<file path="src/rtl/adder_rr_arbiter.sv">
// rtl/adder_rr_arbiter.sv - round-robin arbiter sharing one 32-bit carry-skip adder
//
// adder_rr_arbiter: NUM_REQ valid/ready request channels feed a single shared
// adder. One operation is in flight at a time (IDLE -> EXEC -> RESP). The
// response returns the sum and the issuing requester's index.
//
// Ports:
//   i_clk        clock, rising edge
//   i_rst        synchronous active-high reset
//   i_req_valid  [NUM_REQ]      request valid per requester
//   o_req_ready  [NUM_REQ]      one-hot grant in IDLE, zero otherwise
//   i_req_a      [NUM_REQ*32]   operand A, requester k at [k*32 +: 32]
//   i_req_b      [NUM_REQ*32]   operand B, same packing
//   o_rsp_valid                 response valid (registered)
//   i_rsp_ready                 response consumer ready
//   o_rsp_sum    [32]           (A + B) mod 2**32
//   o_rsp_id     [ID_W]         requester index of the operation
//   o_rsp_ovf                   signed overflow, only with ADDER_ARB_OVF_EN
//
// Optional feature macro: ADDER_ARB_OVF_EN (adds o_rsp_ovf).
//
// carry_skip_adder: 32-bit adder built from 4-bit ripple blocks with a
// block-propagate skip path. Ports: a_i, b_i (32), sum_o (32).

module carry_skip_adder (
    input  logic [31:0] a_i,
    input  logic [31:0] b_i,
    output logic [31:0] sum_o
);
    logic [31:0] p;
    logic [7:0]  blk_c;
    logic        rc;

    assign p = a_i ^ b_i;

    always_comb begin
        blk_c = '0;
        sum_o = '0;
        rc    = 1'b0;
        for (int blk = 0; blk < 8; blk++) begin
            rc = blk_c[blk];
            for (int j = 0; j < 4; j++) begin
                sum_o[blk*4+j] = p[blk*4+j] ^ rc;
                rc = (a_i[blk*4+j] & b_i[blk*4+j]) | (rc & p[blk*4+j]);
            end
            // A fully propagating block passes its carry-in straight through.
            if (blk < 7) begin
                blk_c[blk+1] = (&p[blk*4 +: 4]) ? blk_c[blk] : rc;
            end
        end
    end
endmodule

module adder_rr_arbiter #(
    parameter int NUM_REQ = 4,
    parameter int ID_W    = 2,
    parameter int DATA_W  = 32
) (
    input  logic                      i_clk,
    input  logic                      i_rst,
    input  logic [NUM_REQ-1:0]        i_req_valid,
    output logic [NUM_REQ-1:0]        o_req_ready,
    input  logic [NUM_REQ*DATA_W-1:0] i_req_a,
    input  logic [NUM_REQ*DATA_W-1:0] i_req_b,
    output logic                      o_rsp_valid,
    input  logic                      i_rsp_ready,
    output logic [DATA_W-1:0]         o_rsp_sum,
    output logic [ID_W-1:0]           o_rsp_id
`ifdef ADDER_ARB_OVF_EN
    ,
    output logic                      o_rsp_ovf
`endif
);
    typedef enum logic [1:0] {
        ST_IDLE = 2'd0,
        ST_EXEC = 2'd1,
        ST_RESP = 2'd2
    } state_t;

    state_t              state_q;
    logic [ID_W-1:0]     rr_q;
    logic [ID_W-1:0]     rr_d;
    logic [DATA_W-1:0]   op_a_q;
    logic [DATA_W-1:0]   op_b_q;
    logic [ID_W-1:0]     id_q;
    logic [DATA_W-1:0]   sum_q;
    logic                rsp_valid_q;
    logic [31:0]         adder_sum;

    logic                grant_found;
    logic [ID_W-1:0]     grant_idx;
    int                  scan_idx;

    // Scan upward from the pointer with wrap; first valid requester wins.
    always_comb begin
        grant_found = 1'b0;
        grant_idx   = '0;
        scan_idx    = 0;
        for (int i = 0; i < NUM_REQ; i++) begin
            scan_idx = int'(rr_q) + i;
            if (scan_idx >= NUM_REQ) begin
                scan_idx = scan_idx - NUM_REQ;
            end
            if (!grant_found && i_req_valid[scan_idx]) begin
                grant_found = 1'b1;
                grant_idx   = ID_W'(scan_idx);
            end
        end
    end

    always_comb begin
        o_req_ready = '0;
        if (state_q == ST_IDLE && !i_rst && grant_found) begin
            o_req_ready = NUM_REQ'(1) << grant_idx;
        end
    end

    always_comb begin
        rr_d = grant_idx + ID_W'(1);
        if (grant_idx == ID_W'(NUM_REQ - 1)) begin
            rr_d = '0;
        end
    end

    carry_skip_adder u_adder (
        .a_i   (op_a_q),
        .b_i   (op_b_q),
        .sum_o (adder_sum)
    );

`ifdef ADDER_ARB_OVF_EN
    logic ovf_q;
    assign o_rsp_ovf = ovf_q;
`endif

    always_ff @(posedge i_clk) begin
        if (i_rst) begin
            state_q     <= ST_IDLE;
            rr_q        <= '0;
            op_a_q      <= '0;
            op_b_q      <= '0;
            id_q        <= '0;
            sum_q       <= '0;
            rsp_valid_q <= 1'b0;
`ifdef ADDER_ARB_OVF_EN
            ovf_q       <= 1'b0;
`endif
        end else begin
            case (state_q)
                ST_IDLE: begin
                    if (grant_found) begin
                        op_a_q  <= i_req_a[int'(grant_idx)*DATA_W +: DATA_W];
                        op_b_q  <= i_req_b[int'(grant_idx)*DATA_W +: DATA_W];
                        id_q    <= grant_idx;
                        rr_q    <= rr_d;
                        state_q <= ST_EXEC;
                    end
                end
                ST_EXEC: begin
                    sum_q       <= adder_sum;
                    rsp_valid_q <= 1'b1;
`ifdef ADDER_ARB_OVF_EN
                    ovf_q       <= (op_a_q[31] == op_b_q[31]) &&
                                   (adder_sum[31] != op_a_q[31]);
`endif
                    state_q     <= ST_RESP;
                end
                ST_RESP: begin
                    if (i_rsp_ready) begin
                        rsp_valid_q <= 1'b0;
                        state_q     <= ST_IDLE;
                    end
                end
                default: begin
                    state_q     <= ST_IDLE;
                    rsp_valid_q <= 1'b0;
                end
            endcase
        end
    end

    assign o_rsp_valid = rsp_valid_q;
    assign o_rsp_sum   = sum_q;
    assign o_rsp_id    = id_q;
endmodule
</file>
<file path="config.mk">
export PLATFORM = sky130hd
export DESIGN_NAME = adder_rr_arbiter
export DESIGN_NICKNAME = d
export VERILOG_FILES = /design/src/rtl/adder_rr_arbiter.sv
export SDC_FILE = /design/constraint.sdc
export NUM_CORES = 1
export LEC_CHECK = 0
export CORE_ASPECT_RATIO = 1.4
export CORE_MARGIN = 2
export CORE_UTILIZATION = 25
export DETAILED_ROUTE_END_ITERATION = 7
export SLEW_MARGIN = 20
export SYNTH_ARGS = -nofsm -noshare
export SYNTH_HDL_FRONTEND = slang
export SYNTH_SLANG_ARGS = --single-unit
</file>
<file path="constraint.sdc">
create_clock -name i_clk -period 12 [get_ports i_clk]
set_input_delay 1.2 -clock i_clk [delete_from_list [all_inputs] [get_ports i_clk]]
set_output_delay 1.2 -clock i_clk [all_outputs]
set_load 0.01 [all_outputs]
</file>
==> results of run 1 <==
## metrics by stage
stage	setup TNS, ns	hold WS, ns
3_3_place_gp	-1.18	0.440
2_1_floorplan	-0.156	0.458
6_report	-1.17	0.457
4_1_cts	-0.917	0.458
5_1_grt	-2.52	0.476
3_5_place_dp	-1.88	0.445
## path summary, 6_finish.rpt
path	startpoint	end	slack, ns
worst min-delay path	o_rsp_sum[31]$_SDFFE_PP0P_	o_rsp_sum[31]$_SDFFE_PP0P_	0.46
worst min register to register	o_rsp_sum[31]$_SDFFE_PP0P_	o_rsp_sum[31]$_SDFFE_PP0P_	0.46
worst max register to register	op_a_q[0]$_SDFFE_PP0P_	o_rsp_sum[31]$_SDFFE_PP0P_	-0.61
worst max-delay path	op_a_q[0]$_SDFFE_PP0P_	o_rsp_sum[31]$_SDFFE_PP0P_	-0.61
## layer usage
metal  track usage (%)  part of all wire, %
met1              20.8                   39
met2              34.2                   53
met3              2.86                  4.6
met4              6.00                  2.5
met5                 0                    0
## registers in the layout, summed over array words and instances (netlist names)
signal and count:
o_rsp_id 2, op_b_q 32, o_rsp_sum 32, o_rsp_valid 1, state_q 2, rr_q 2
op_a_q 32
## cells by family (layout without fill, tap and decap cells)
logic type / after synthesis / after routing / synth area share (%)
other: 0 / 1 / 0
multiplexers: 112 / 112 / 17.1
adder cells (fa/ha/maj): 62 / 62 / 15.2
flip-flops: 103 / 103 / 31.4
AO/OA/AOI/OAI: 151 / 151 / 16.9
XOR/XNOR: 2 / 2 / 0.266
AND/OR/NAND/NOR: 191 / 191 / 13.6
buffers and inverters: 71 / 425 / 5.54
## area by class of cell
cell class	instances	area [um2]	area share [%]
Inverter	16	65.1	0.596
Tap cell	324	405	3.72
Clock inverter	7	104	0.952
Clock buffer	9	225	2.06
Sequential cell	103	2060	18.9
Antenna cell	1	2.50	0.0229
Timing Repair Buffer	393	3710	34.0
Multi-Input combinational cell	518	4330	39.7
## worst max-delay path: cells and delay by family (launching register included)
family                   cells  cell delay [ns]
buffers and inverters       21             1.77
XOR/XNOR                     2             0.30
adder cells (fa/ha/maj)     27             8.69
flip-flops                   1             0.34
AND/OR/NAND/NOR              5             0.43
AO/OA/AOI/OAI                9             1.03
## where the power goes
part	switching [uW]	total [uW]	internal (uW)	leakage [uW]
clock	141	327	186	0.000161
sequential	64.8	467	402	0.000848
combinational	250	532	282	0.00327
total	456	1330	870	0.00428
## cell usage after synthesis (all sizes together), types with 2 or more instances
library cell  number  area share [%]
dfxtp            103              31
nand3             49             3.9
buf               28             3.0
xnor2              2            0.27
o221ai            47             6.3
nand2             89             5.1
o211ai            19             2.2
a211oi             4            0.46
ha                32             6.1
nor2b              3            0.29
nand4             23             2.2
clkbuf            27             1.5
o31ai             18             2.1
a21oi             35             2.7
or2                2            0.19
a21o              17             1.9
nor2              15            0.97
fa                30             9.1
mux2i            112              17
nand2b             2            0.19
and3               4            0.38
inv               16            0.95
o21ai              7            0.70
## repair_timing
action / 4_1_cts / 5_1_grt
endpoints found under the setup margin: 4 / 4
gates resized for setup: 16 / 15
hold endpoints to repair: 0 / 0
pin swaps: 5 / 3
buffers inserted: 77 / 3
==> summary.md, run 1 <==
| Metric | Value |
|---|---|
| Clk sinks | `103` |
| Post-route ant nets | `0` |
| Total Power | `1330 uW` |
| IO buf count | `301` |
| Clock buffer depth | `2` |
| Synth Instances | `692` |
| Die area | `0.0276 mm2` |
| Slack of the critical path | `-0.609 ns` |
| FP Rows | `70` |
| Max IR drop VDD | `0.0573 mV` |
| Failing checks | `setup timing` |
| Fin cells | `1371` |
| GRT Overall Usage | `18.2%` |
| CP peak stage delay | `0.36 ns` |
| Async SR Flop Fraction | `0%` |
| Core Region | `0.0260 mm2` |
| H-tree levels | `3` |
| Total gr overflow | `0` |
| Pwr dens | `122 mW/mm2` |
| Reg2reg path depth | `64` |
| Die Width | `141 um` |
| FILL cells | `2519` |
| Leakage | `0.00428 uW` |
| Status | `finished, violations left` |
| First-pass GRT wire length | `39200 um` |
| Die Height | `196 um` |
| Post-Place Cells | `1277` |
| Required time of the critical path | `12.27 ns` |
| CTS tree | `yes` |
| Synth-to-Final Area Change | `65.9%` |
| Slew margin rel. | `31.6%` |
| Largest net degree at the start of global routing | `54` |
| Crit. End Element | `flop` |
| Hpwl dp | `18900 um` |
| CP Class | `flop to flop` |
| Nets@finish | `1366` |
| Max frequency | `79.3 MHz` |
| Crit start category | `flop` |
| Max-slew violations | `0` |
| Hold Crit Depth | `2` |
| Vias | `6608` |
| Main synth FF type | `dfxtp_1` |
| Utilization after layout | `41.9%` |
| Syn Nets | `1017` |
| Final hold vios | `0` |
| RD Place Congestion | `0.826` |
| RSZ-0062 raised after global routing | `true` |
| Root buffer cell | `clkbuf_16` |
| Final Cycle Share | `105%` |
| Worst path arrival time | `12.88 ns` |
| Share of cells above drive strength 1 | `16.8%` |
| Hold Buf Count CTS | `0` |
| Initial antenna violation count | `1` |
| Yosys synthesis warning count | `0` |
| Num CTS Buffers | `9` |
| Pre-CTS setup slack | `-0.856 ns` |
| Final instance area | `0.0109 mm2` |
| Top Ports | `302` |
| Hold Path Class | `flop to flop` |
| Crit-path most repeated cell | `fa_2` |
| Initial DRC count | `194` |
| Wire per inst | `18.5 um` |
| Most frequent cells in the layout | `clkdlybuf4s50_1 (300), mux2i_1 (112), dfxtp_1 (101), buf_4 (89), nand2_1 (80)` |
| Post-synthesis sequential area ratio | `31.4%` |
| Vias/cell | `4.82` |
| Unique cell type count in the Yosys netlist | `40` |
| Max cap viols | `0` |
| Final WL | `25400 um` |
| Vias in the first global route | `7112` |
| Clk_lat worst skew | `0.36 ns` |
| Crit path max fanout | `2` |
| Syn avg cell area | `9.50 um2` |
| Placed instance area | `0.00990 mm2` |
| Synth Register Bits | `103` |
| Number of enable flip-flop cells after synthesis | `0` |
| Residual DRC | `0` |
| Min cycle time layout | `12.61 ns` |
| Fin Clk Skew | `0.0132 ns` |
| Measured slew at the worst slew-check pin | `1.03 ns` |
| DR pass1 iterations | `4` |
| CP max stage cell | `fa_2` |
| Synthesized cell area | `0.00658 mm2` |
| Commonest non-fill, non-tap cell in the layout | `clkdlybuf4s50_1` |
| Clk slew on worst S/H paths | `0.07 ns` |
| Starting Density | `25.3%` |
| Final setup fails | `3` |
Note: power is estimated with default switching activity, not from simulation.
==> inputs of run 2 (changes only) <==
--- a/config.mk
+++ b/config.mk
@@ -6,7 +6,7 @@
 export NUM_CORES = 1
 export LEC_CHECK = 0
 export CORE_ASPECT_RATIO = 1.4
-export CORE_MARGIN = 2
+export CORE_MARGIN = 8
 export CORE_UTILIZATION = 25
 export DETAILED_ROUTE_END_ITERATION = 7
 export SLEW_MARGIN = 20
==> run 2 against run 1 <==
The run still ends with setup timing left. Highest routed layer is now met5. Count of clock-buffer cells in the layout stayed put. First-iteration DRC count is 25% higher. Non-clock buffer count is 45 lower. Fmax is 0.36% higher. Power is 3.8% lower. Cell count is 3.4% lower. Via count is 2.5% lower. Sequential share of layout area is 0.69 points higher. Largest power group unchanged. Worst setup slack better by 0.045 ns. Clock power is 6.1% lower. Worst hold slack worse by 0.0014 ns. Global-route usage is 1.8 points lower.
==> summary.md, run 2 (synthesized netlist as in run 1, its figures left out) <==
| Metric | Value |
|---|---|
| Status | `finished, violations left (unchanged)` |
| Failing checks | `setup timing (unchanged)` |
| Clock buffer depth | `2 (unchanged)` |
| Largest net degree at the start of global routing | `57 (was 54)` |
| Wire per inst | `20.1 um (was 18.5 um)` |
| Fin cells | `1324 (was 1371)` |
| Num CTS Buffers | `9 (unchanged)` |
| Leakage | `0.00407 uW (was 0.00428 uW)` |
| Max frequency | `79.6 MHz (was 79.3 MHz)` |
| Slack of the critical path | `-0.564 ns (was -0.609 ns)` |
| Measured slew at the worst slew-check pin | `1.13 ns (was 1.03 ns)` |
| DR pass1 iterations | `4 (unchanged)` |
| Post-route ant nets | `0 (unchanged)` |
| Min cycle time layout | `12.56 ns (was 12.61 ns)` |
| Die Width | `153 um (was 141 um)` |
| Hpwl dp | `20500 um (was 18900 um)` |
| Initial antenna violation count | `1 (unchanged)` |
| Pwr dens | `121 mW/mm2 (was 122 mW/mm2)` |
| Met1 usage | `17.6% (was 20.8%)` |
| Slew margin rel. | `24.6% (was 31.6%)` |
| Root buffer cell | `clkbuf_16 (unchanged)` |
| Clk sinks | `103 (unchanged)` |
| Starting Density | `25.3% (unchanged)` |
| GR Layer Usage met2 | `30.9% (was 34.2%)` |
| Hold Buf Count CTS | `0 (unchanged)` |
| Most frequent cells in the layout | `clkdlybuf4s50_1 (300), mux2i_1 (112), dfxtp_1 (102), nand2_1 (80), nand3_1 (48) (was clkdlybuf4s50_1 (300), mux2i_1 (112), dfxtp_1 (101), buf_4 (89), nand2_1 (80))` |
| GR Layer Usage met3 | `4.02% (was 2.86%)` |
| Crit. End Element | `flop (unchanged)` |
| RD Place Congestion | `0.766 (was 0.826)` |
| IO buf count | `301 (unchanged)` |
| Max-slew violations | `0 (unchanged)` |
| FP Rows | `70 (unchanged)` |
| Clk_lat worst skew | `0.36 ns (about the same)` |
| Ant diodes | `0 (was 1)` |
| Die area | `0.0318 mm2 (was 0.0276 mm2)` |
| Post-Place Cells | `1279 (was 1277)` |
| Post-Route Setup TNS | `-1.02 ns (was -1.17 ns)` |
| CP Class | `flop to flop (unchanged)` |
| Final setup fails | `3 (unchanged)` |
| GRT busiest layer | `met2 (unchanged)` |
| Worst path arrival time | `12.85 ns (was 12.88 ns)` |
| Max cap viols | `0 (unchanged)` |
| Required time of the critical path | `12.28 ns (was 12.27 ns)` |
| Vias in the first global route | `6935 (was 7112)` |
| Initial DRC count | `242 (was 194)` |
| Vias | `6445 (was 6608)` |
| H-tree levels | `3 (unchanged)` |
| Top Ports | `302 (unchanged)` |
| Synth-to-Final Area Change | `60.0% (was 65.9%)` |
| Multi-input combinational cell area | `0.00432 mm2 (was 0.00433 mm2)` |
| GRT Overall Usage | `16.4% (was 18.2%)` |
| Crit start category | `flop (unchanged)` |
| Final hold vios | `0 (unchanged)` |
| First-pass GRT wire length | `40300 um (was 39200 um)` |
| Share of cells above drive strength 1 | `12.8% (was 16.8%)` |
| CP peak stage delay | `0.36 ns (about the same)` |
| Die Height | `208 um (was 196 um)` |
| FILL cells | `2612 (was 2519)` |
| Fin Clk Skew | `0.0146 ns (was 0.0132 ns)` |
| Core Region | `0.0260 mm2 (unchanged)` |
| Hold Path Class | `flop to flop (unchanged)` |
| Crit-path most repeated cell | `fa_2 (unchanged)` |
| Clk slew on worst S/H paths | `0.07 ns (about the same)` |
| Residual DRC | `0 (unchanged)` |
| CTS tree | `yes (unchanged)` |
| Nets@finish | `1321 (was 1366)` |
| CP max stage cell | `fa_2 (unchanged)` |
| Final Cycle Share | `105% (about the same)` |
| RSZ-0062 raised after global routing | `true (unchanged)` |
| Total gr overflow | `0 (unchanged)` |
| Max IR drop VDD | `0.0761 mV (was 0.0573 mV)` |
| Commonest non-fill, non-tap cell in the layout | `clkdlybuf4s50_1 (unchanged)` |
| FF+latch area | `0.00206 mm2 (about the same)` |
| Crit path max fanout | `2 (unchanged)` |
| Vias/cell | `4.87 (was 4.82)` |
| Final WL | `26600 um (was 25400 um)` |
==> run 2: per-stage QoR <==
step                      hold slack [ns]  setup slack, ns  util, %  total power (uW)  cell area, um2
after global routing                0.476           -0.971     40.4              1360           10500
after floorplan                     0.458           -0.156        -               738            6650
after global placement              0.441           -0.656     38.1               957            9910
after detailed placement            0.447           -0.804     38.1               961            9910
after CTS                           0.458           -0.491     40.4              1290           10500
final                               0.455           -0.564     40.4              1280           10500
==> run 2: layer usage <==
layer	vias to the layer above	wire length, um
met5	-	13
met4	2	503
met3	22	1590
met2	208	13900
met1	3064	10500
li1	3149	-
==> run 2: final timing paths <==
check | cells after the start | start | end | slack, ns
worst min-delay path | 2 | o_rsp_id[0]$_SDFFE_PP0P_ | o_rsp_id[0]$_SDFFE_PP0P_ | 0.46
worst max register to register | 53 | op_a_q[0]$_SDFFE_PP0P_ | o_rsp_sum[31]$_SDFFE_PP0P_ | -0.56
worst max-delay path | 53 | op_a_q[0]$_SDFFE_PP0P_ | o_rsp_sum[31]$_SDFFE_PP0P_ | -0.56
worst min register to register | 2 | o_rsp_id[0]$_SDFFE_PP0P_ | o_rsp_id[0]$_SDFFE_PP0P_ | 0.46
==> run 2: power breakdown <==
| part | switching, uW | leakage (uW) | total (uW) | internal, uW |
|---|---|---|---|---|
| combinational | 242 | 0.00308 | 503 | 261 |
| clock | 142 | 0.000149 | 307 | 165 |
| sequential | 63.0 | 0.000847 | 465 | 402 |
==> run 2: repair_timing <==
action	in CTS	in global routing
gates cloned	0	0
buffers inserted	31	1
resized for setup	21	5
pin swaps	6	4
endpoints found under the hold margin	0	0
endpoints found under the setup margin	3	4
==> run 2: final cells by class <==
type                            instances  share of cell area, %
Tap cell                              324                   3.85
Clock buffer                            9                   2.14
Clock inverter                          6                  0.726
Inverter                               16                  0.619
Timing Repair Buffer                  348                   32.0
Sequential cell                       103                   19.6
Multi-Input combinational cell        518                   41.1
==> run 2: worst max-delay path: cells and delay by family (launching register included) <==
family	cells	cell delay (ns)
fa+ha+maj	31	10.13
compound gates	9	1.03
simple gates	6	0.49
flops	1	0.33
xor+xnor	2	0.29
buf+inv	5	0.25
==> inputs of run 3 (changes only) <==
--- a/config.mk
+++ b/config.mk
@@ -5,10 +5,13 @@
 export SDC_FILE = /design/constraint.sdc
 export NUM_CORES = 1
 export LEC_CHECK = 0
+export CELL_PAD_IN_SITES_DETAIL_PLACEMENT = 1
+export CELL_PAD_IN_SITES_GLOBAL_PLACEMENT = 1
 export CORE_ASPECT_RATIO = 1.4
 export CORE_MARGIN = 8
 export CORE_UTILIZATION = 25
 export DETAILED_ROUTE_END_ITERATION = 7
+export PLACE_DENSITY_LB_ADDON = 0.1
 export SLEW_MARGIN = 20
 export SYNTH_ARGS = -nofsm -noshare
 export SYNTH_HDL_FRONTEND = slang
==> run 3 against run 2 <==
The flow still finishes with violations (setup timing). Routed wire length up 12%. Core utilization increased by 0.62 points. Global-route usage increased by 2.3 points. Sequential share of layout area down 0.30 points. Critical path depth stayed put. Non-clock buffer count up 20. Die area unchanged. Critical endpoint unchanged. Largest power group unchanged.
==> summary.md, run 3 (synthesized netlist as in run 1, its figures left out) <==
| Metric | Value |
|---|---|
| CP max stage cell | `fa_2 (unchanged)` |
| Initial antenna violation count | `0 (was 1)` |
| Hold Path Class | `flop to flop (unchanged)` |
| Leakage | `0.00416 uW (was 0.00407 uW)` |
| Hpwl dp | `22100 um (was 20500 um)` |
| Measured slew at the worst slew-check pin | `1.13 ns (about the same)` |
| Nets@finish | `1341 (was 1321)` |
| Die Width | `153 um (unchanged)` |
| Fin Clk Skew | `0.0114 ns (was 0.0146 ns)` |
| Utilization after layout | `41.1% (was 40.4%)` |
| Clock buffer depth | `2 (unchanged)` |
| Max cap viols | `0 (unchanged)` |
| Worst path arrival time | `12.93 ns (was 12.85 ns)` |
| CP peak stage delay | `0.38 ns (was 0.36 ns)` |
| Root buffer cell | `clkbuf_16 (unchanged)` |
| Vias/cell | `4.89 (was 4.87)` |
| Largest net degree at the start of global routing | `52 (was 57)` |
| FP Rows | `70 (unchanged)` |
| Crit path max fanout | `2 (unchanged)` |
| Final hold vios | `0 (unchanged)` |
| Share of cells above drive strength 1 | `14.6% (was 12.8%)` |
| RD Place Congestion | `0.747 (was 0.766)` |
| GRT Overall Usage | `18.7% (was 16.4%)` |
| Clk slew on worst S/H paths | `0.08 ns (was 0.07 ns)` |
| Slew margin rel. | `24.8% (was 24.6%)` |
| Failing checks | `setup timing (unchanged)` |
| Reg-to-reg setup timing slack | `-0.64 ns (was -0.56 ns)` |
| Slack of the critical path | `-0.643 ns (was -0.564 ns)` |
| Starting Density | `25.3% (unchanged)` |
| Final Cycle Share | `105% (about the same)` |
| Die area | `0.0318 mm2 (unchanged)` |
| Die Height | `208 um (unchanged)` |
| Vias | `6575 (was 6445)` |
| Max frequency | `79.1 MHz (was 79.6 MHz)` |
| Hold Buf Count CTS | `0 (unchanged)` |
| CTS tree | `yes (unchanged)` |
| Final WL | `29700 um (was 26600 um)` |
| Clk sinks | `103 (unchanged)` |
| Post-route ant nets | `0 (unchanged)` |
| Initial DRC count | `198 (was 242)` |
| Crit. End Element | `flop (unchanged)` |
| Min cycle time layout | `12.64 ns (was 12.56 ns)` |
| Vias in the first global route | `7678 (was 6935)` |
| RSZ-0062 raised after global routing | `true (unchanged)` |
| Core Region | `0.0260 mm2 (unchanged)` |
| Max IR drop VDD | `0.0609 mV (was 0.0761 mV)` |
| Met1 usage | `20.4% (was 17.6%)` |
| Num CTS Buffers | `9 (unchanged)` |
| Total gr overflow | `0 (unchanged)` |
| IO buf count | `301 (unchanged)` |
| First-pass GRT wire length | `46000 um (was 40300 um)` |
| CP Class | `flop to flop (unchanged)` |
| Final setup fails | `3 (unchanged)` |
| DR pass1 iterations | `4 (unchanged)` |
| Status | `finished, violations left (unchanged)` |
| GR Layer Usage met3 | `4.29% (was 4.02%)` |
| H-tree levels | `3 (unchanged)` |
| GR Layer Usage met2 | `34.9% (was 30.9%)` |
| Wire per inst | `22.1 um (was 20.1 um)` |
| Ant diodes | `0 (unchanged)` |
| Pwr dens | `121 mW/mm2 (about the same)` |
| Total Power | `1290 uW (was 1280 uW)` |
| Clk_lat worst skew | `0.36 ns (about the same)` |
| Most frequent cells in the layout | `clkdlybuf4s50_1 (300), mux2i_1 (112), dfxtp_1 (102), nand2_1 (80), buf_4 (65) (was clkdlybuf4s50_1 (300), mux2i_1 (112), dfxtp_1 (102), nand2_1 (80), nand3_1 (48))` |
| Crit start category | `flop (unchanged)` |
| Top Ports | `302 (unchanged)` |
| Commonest non-fill, non-tap cell in the layout | `clkdlybuf4s50_1 (unchanged)` |
| Crit-path most repeated cell | `fa_2 (unchanged)` |
| GRT busiest layer | `met2 (unchanged)` |
| Synth-to-Final Area Change | `62.4% (was 60.0%)` |
| Max-slew violations | `0 (unchanged)` |
| Required time of the critical path | `12.29 ns (was 12.28 ns)` |
| Residual DRC | `0 (unchanged)` |
run 3: critical path, delay by kind of cell, from the launching register on:
family                     cells  cell delay, ns
and+or+nand+nor                6            0.50
AOI/OAI and AO/OA              9            1.02
buffers and inverters          5            0.24
DFF                            1            0.32
xor gates and xnor gates       2            0.30
adders and majority gates     31           10.21
run 3: final timing paths:
kind	startpoint	end	cells past startpoint
worst max-delay path	op_a_q[0]$_SDFFE_PP0P_	o_rsp_sum[31]$_SDFFE_PP0P_	53
worst min-delay path	o_rsp_sum[24]$_SDFFE_PP0P_	o_rsp_sum[24]$_SDFFE_PP0P_	2
worst max register to register	op_a_q[0]$_SDFFE_PP0P_	o_rsp_sum[31]$_SDFFE_PP0P_	53
worst min register to register	o_rsp_sum[24]$_SDFFE_PP0P_	o_rsp_sum[24]$_SDFFE_PP0P_	2
run 3: layout make-up:
cell class                      count  area, um2
Clock buffer                       11        243
Clock inverter                      5       51.3
Fill cell                        2943      15300
Inverter                           16       65.1
Multi-Input combinational cell    518       4330
Sequential cell                   103       2060
Tap cell                          324        405
Timing Repair Buffer              368       3520
run 3: timing repair:
action                     4_1_cts  5_1_grt
setup buffers                   52        2
gates resized for setup         22        9
setup endpoints to repair        4        4
pin swaps                        5        2
gates cloned                     0        0
run 3: routing by layer:
metal  up-vias  routed length, um
met5         -                  0
met4         0                481
met3        18               1650
met2       215              15400
met1      3154              12200
li1       3188                  -
run 3: where the power goes:
part / internal (uW) / switching [uW]
Combinational: 273 / 255
Sequential: 402 / 64.9
Clock: 151 / 148
Total: 826 / 468
run 3: through the flow:
step                setup TNS, ns  setup WS, ns  instances  hold slack, ns  area (um2)
finish                      -1.29        -0.643       1345           0.455       10700
global placement            -1.42        -0.708       1279           0.441        9920
detailed placement          -2.09        -0.916       1279           0.447        9920
global route                -2.66         -1.09       1345           0.475       10700
floorplan                  -0.156        -0.156        692           0.458        6650
CTS                         -1.03        -0.549       1346           0.455       10600
==> edit: new RTL, flow settings as in run 1 <==
The 3 states of `state_t` get a one-hot encoding in 3 bits.
--- a/src/rtl/adder_rr_arbiter.sv
+++ b/src/rtl/adder_rr_arbiter.sv
@@ -71,10 +71,10 @@
     output logic                      o_rsp_ovf
 `endif
 );
-    typedef enum logic [1:0] {
-        ST_IDLE = 2'd0,
-        ST_EXEC = 2'd1,
-        ST_RESP = 2'd2
+    typedef enum logic [2:0] {
+        ST_IDLE = 3'b001,
+        ST_EXEC = 3'b010,
+        ST_RESP = 3'b100
     } state_t;
 
     state_t              state_q;
Behaviour: no difference found for any inputs over 4 cycles, from zero or initial values and one cycle with i_rst high; so few cycles prove little.
==> edit against run 1 <==
The flow still finishes with violations (negative setup slack). Synthesized cell count rose by 15%. Power fell by 2.1%. Critical endpoint unchanged. Critical path depth fell by 12. Final area fell by 1.4%. Sequential power rose by 4%. Hold slack got worse by 0.0026 ns. Area after synthesis rose by 4.7%. Non-clock buffer count fell by 57. Setup slack got worse by 0.16 ns. Sequential cell count rose by 1. Core utilization fell by 2.1 points. Wire length fell by 3.0%.
==> edit: results (changes against run 1) <==
** Timing
- The final setup slack of the worst path came to -0.767 ns (-0.159 ns).
- The worst slew margin relative to its limit came to 0.351 (+0.0358).
- Endpoints failing setup :: 3 (unchanged)
- The maximum clock skew at final layout is 0.0164 ns (+0.00314 ns).

** Clock network
- Post-cts repair resize count :: 2 (-14)
- Number of buffers added for setup after CTS :: 17 (-78%)

** Yosys
- Main area contributors after synthesis :: sky130_fd_sc_hd__dfxtp_1 30%, sky130_fd_sc_hd__mux2i_1 9.3%, sky130_fd_sc_hd__fa_1 8.7%
- The distinct cell type count after synthesis came to 45 (+13%).
- Synthesized netlist net count :: 1120 (+10%)
- Number of flip-flops and latches in the synthesized netlist :: 104 (+0.97%)

** Global routing
- The first-pass GRT wire length is 38.4 mm (-2.0%).
- Met3 global-route usage :: 0.0218 (-0.00680)
- The via count of the first global-routing pass came to 7046 (-0.93%).
- The aggregate global-route resource usage was 0.171 (-0.0113).

** Cells and area
- Multi-input gates :: 613 (+18%)
- The multi-input logic area came to 4620 um^2 (+6.6%).
- The number of non-clock inverters came to 13 (-3).

** Power and ir drop
- The highest ir drop seen on vdd came to 0.0000623 V (+8.7%).

** Critical path
- The endpoint arrival time on the critical path is 13.05 ns (+0.17 ns).
- Largest stage delay, worst path :: 0.38 ns (+0.02 ns)
- The depth of the most critical reg-to-reg path is 52 (-19%).

** Floorplanning
- The die area is 28900 um^2 (+4.6%).

** Outcome
- Violated checks :: negative setup slack
- The run finished, with violations left.

** Drt
- Wire length on met3 :: 846 um (-27%)
- Routed via count :: 6747 (+2.1%)
- Avg Vias per Cell :: 4.66 (-3.3%)

** Hold path
- In this run the most critical hold path is launched from o_rsp_sum[13].

** Placed design
- Routability congestion estimate from global placement :: 0.803 (-2.8%)
- Area post-placement :: 10300 um^2 (+4.1%)
==> edit: kinds of logic (layout without fill, tap and decap cells) <==
logic type / after synthesis / count (layout) / synth area share
buffers and inverters: 78 / 365 / 0.0527
AND/OR/NAND/NOR: 242 / 242 / 0.173
multiplexers: 65 / 65 / 0.0947
XOR/XNOR: 2 / 2 / 0.00254
flip-flops: 104 / 104 / 0.302
adder cells (fa/ha/maj): 62 / 62 / 0.145
AO/OA/AOI/OAI: 242 / 242 / 0.230
==> edit: worst max path at each step <==
| stage | cells past startpoint | endpoint | slack, ns |
|---|---|---|---|
| detailed placement | 52 | o_rsp_sum[31] | -0.80 |
| global placement | 52 | o_rsp_sum[31] | -0.59 |
| finish | 52 | o_rsp_sum[31] | -0.77 |
| global route | 52 | o_rsp_sum[31] | -1.19 |
| CTS | 52 | o_rsp_sum[31] | -0.80 |
| floorplan | 52 | o_rsp_sum[31] | -0.22 |
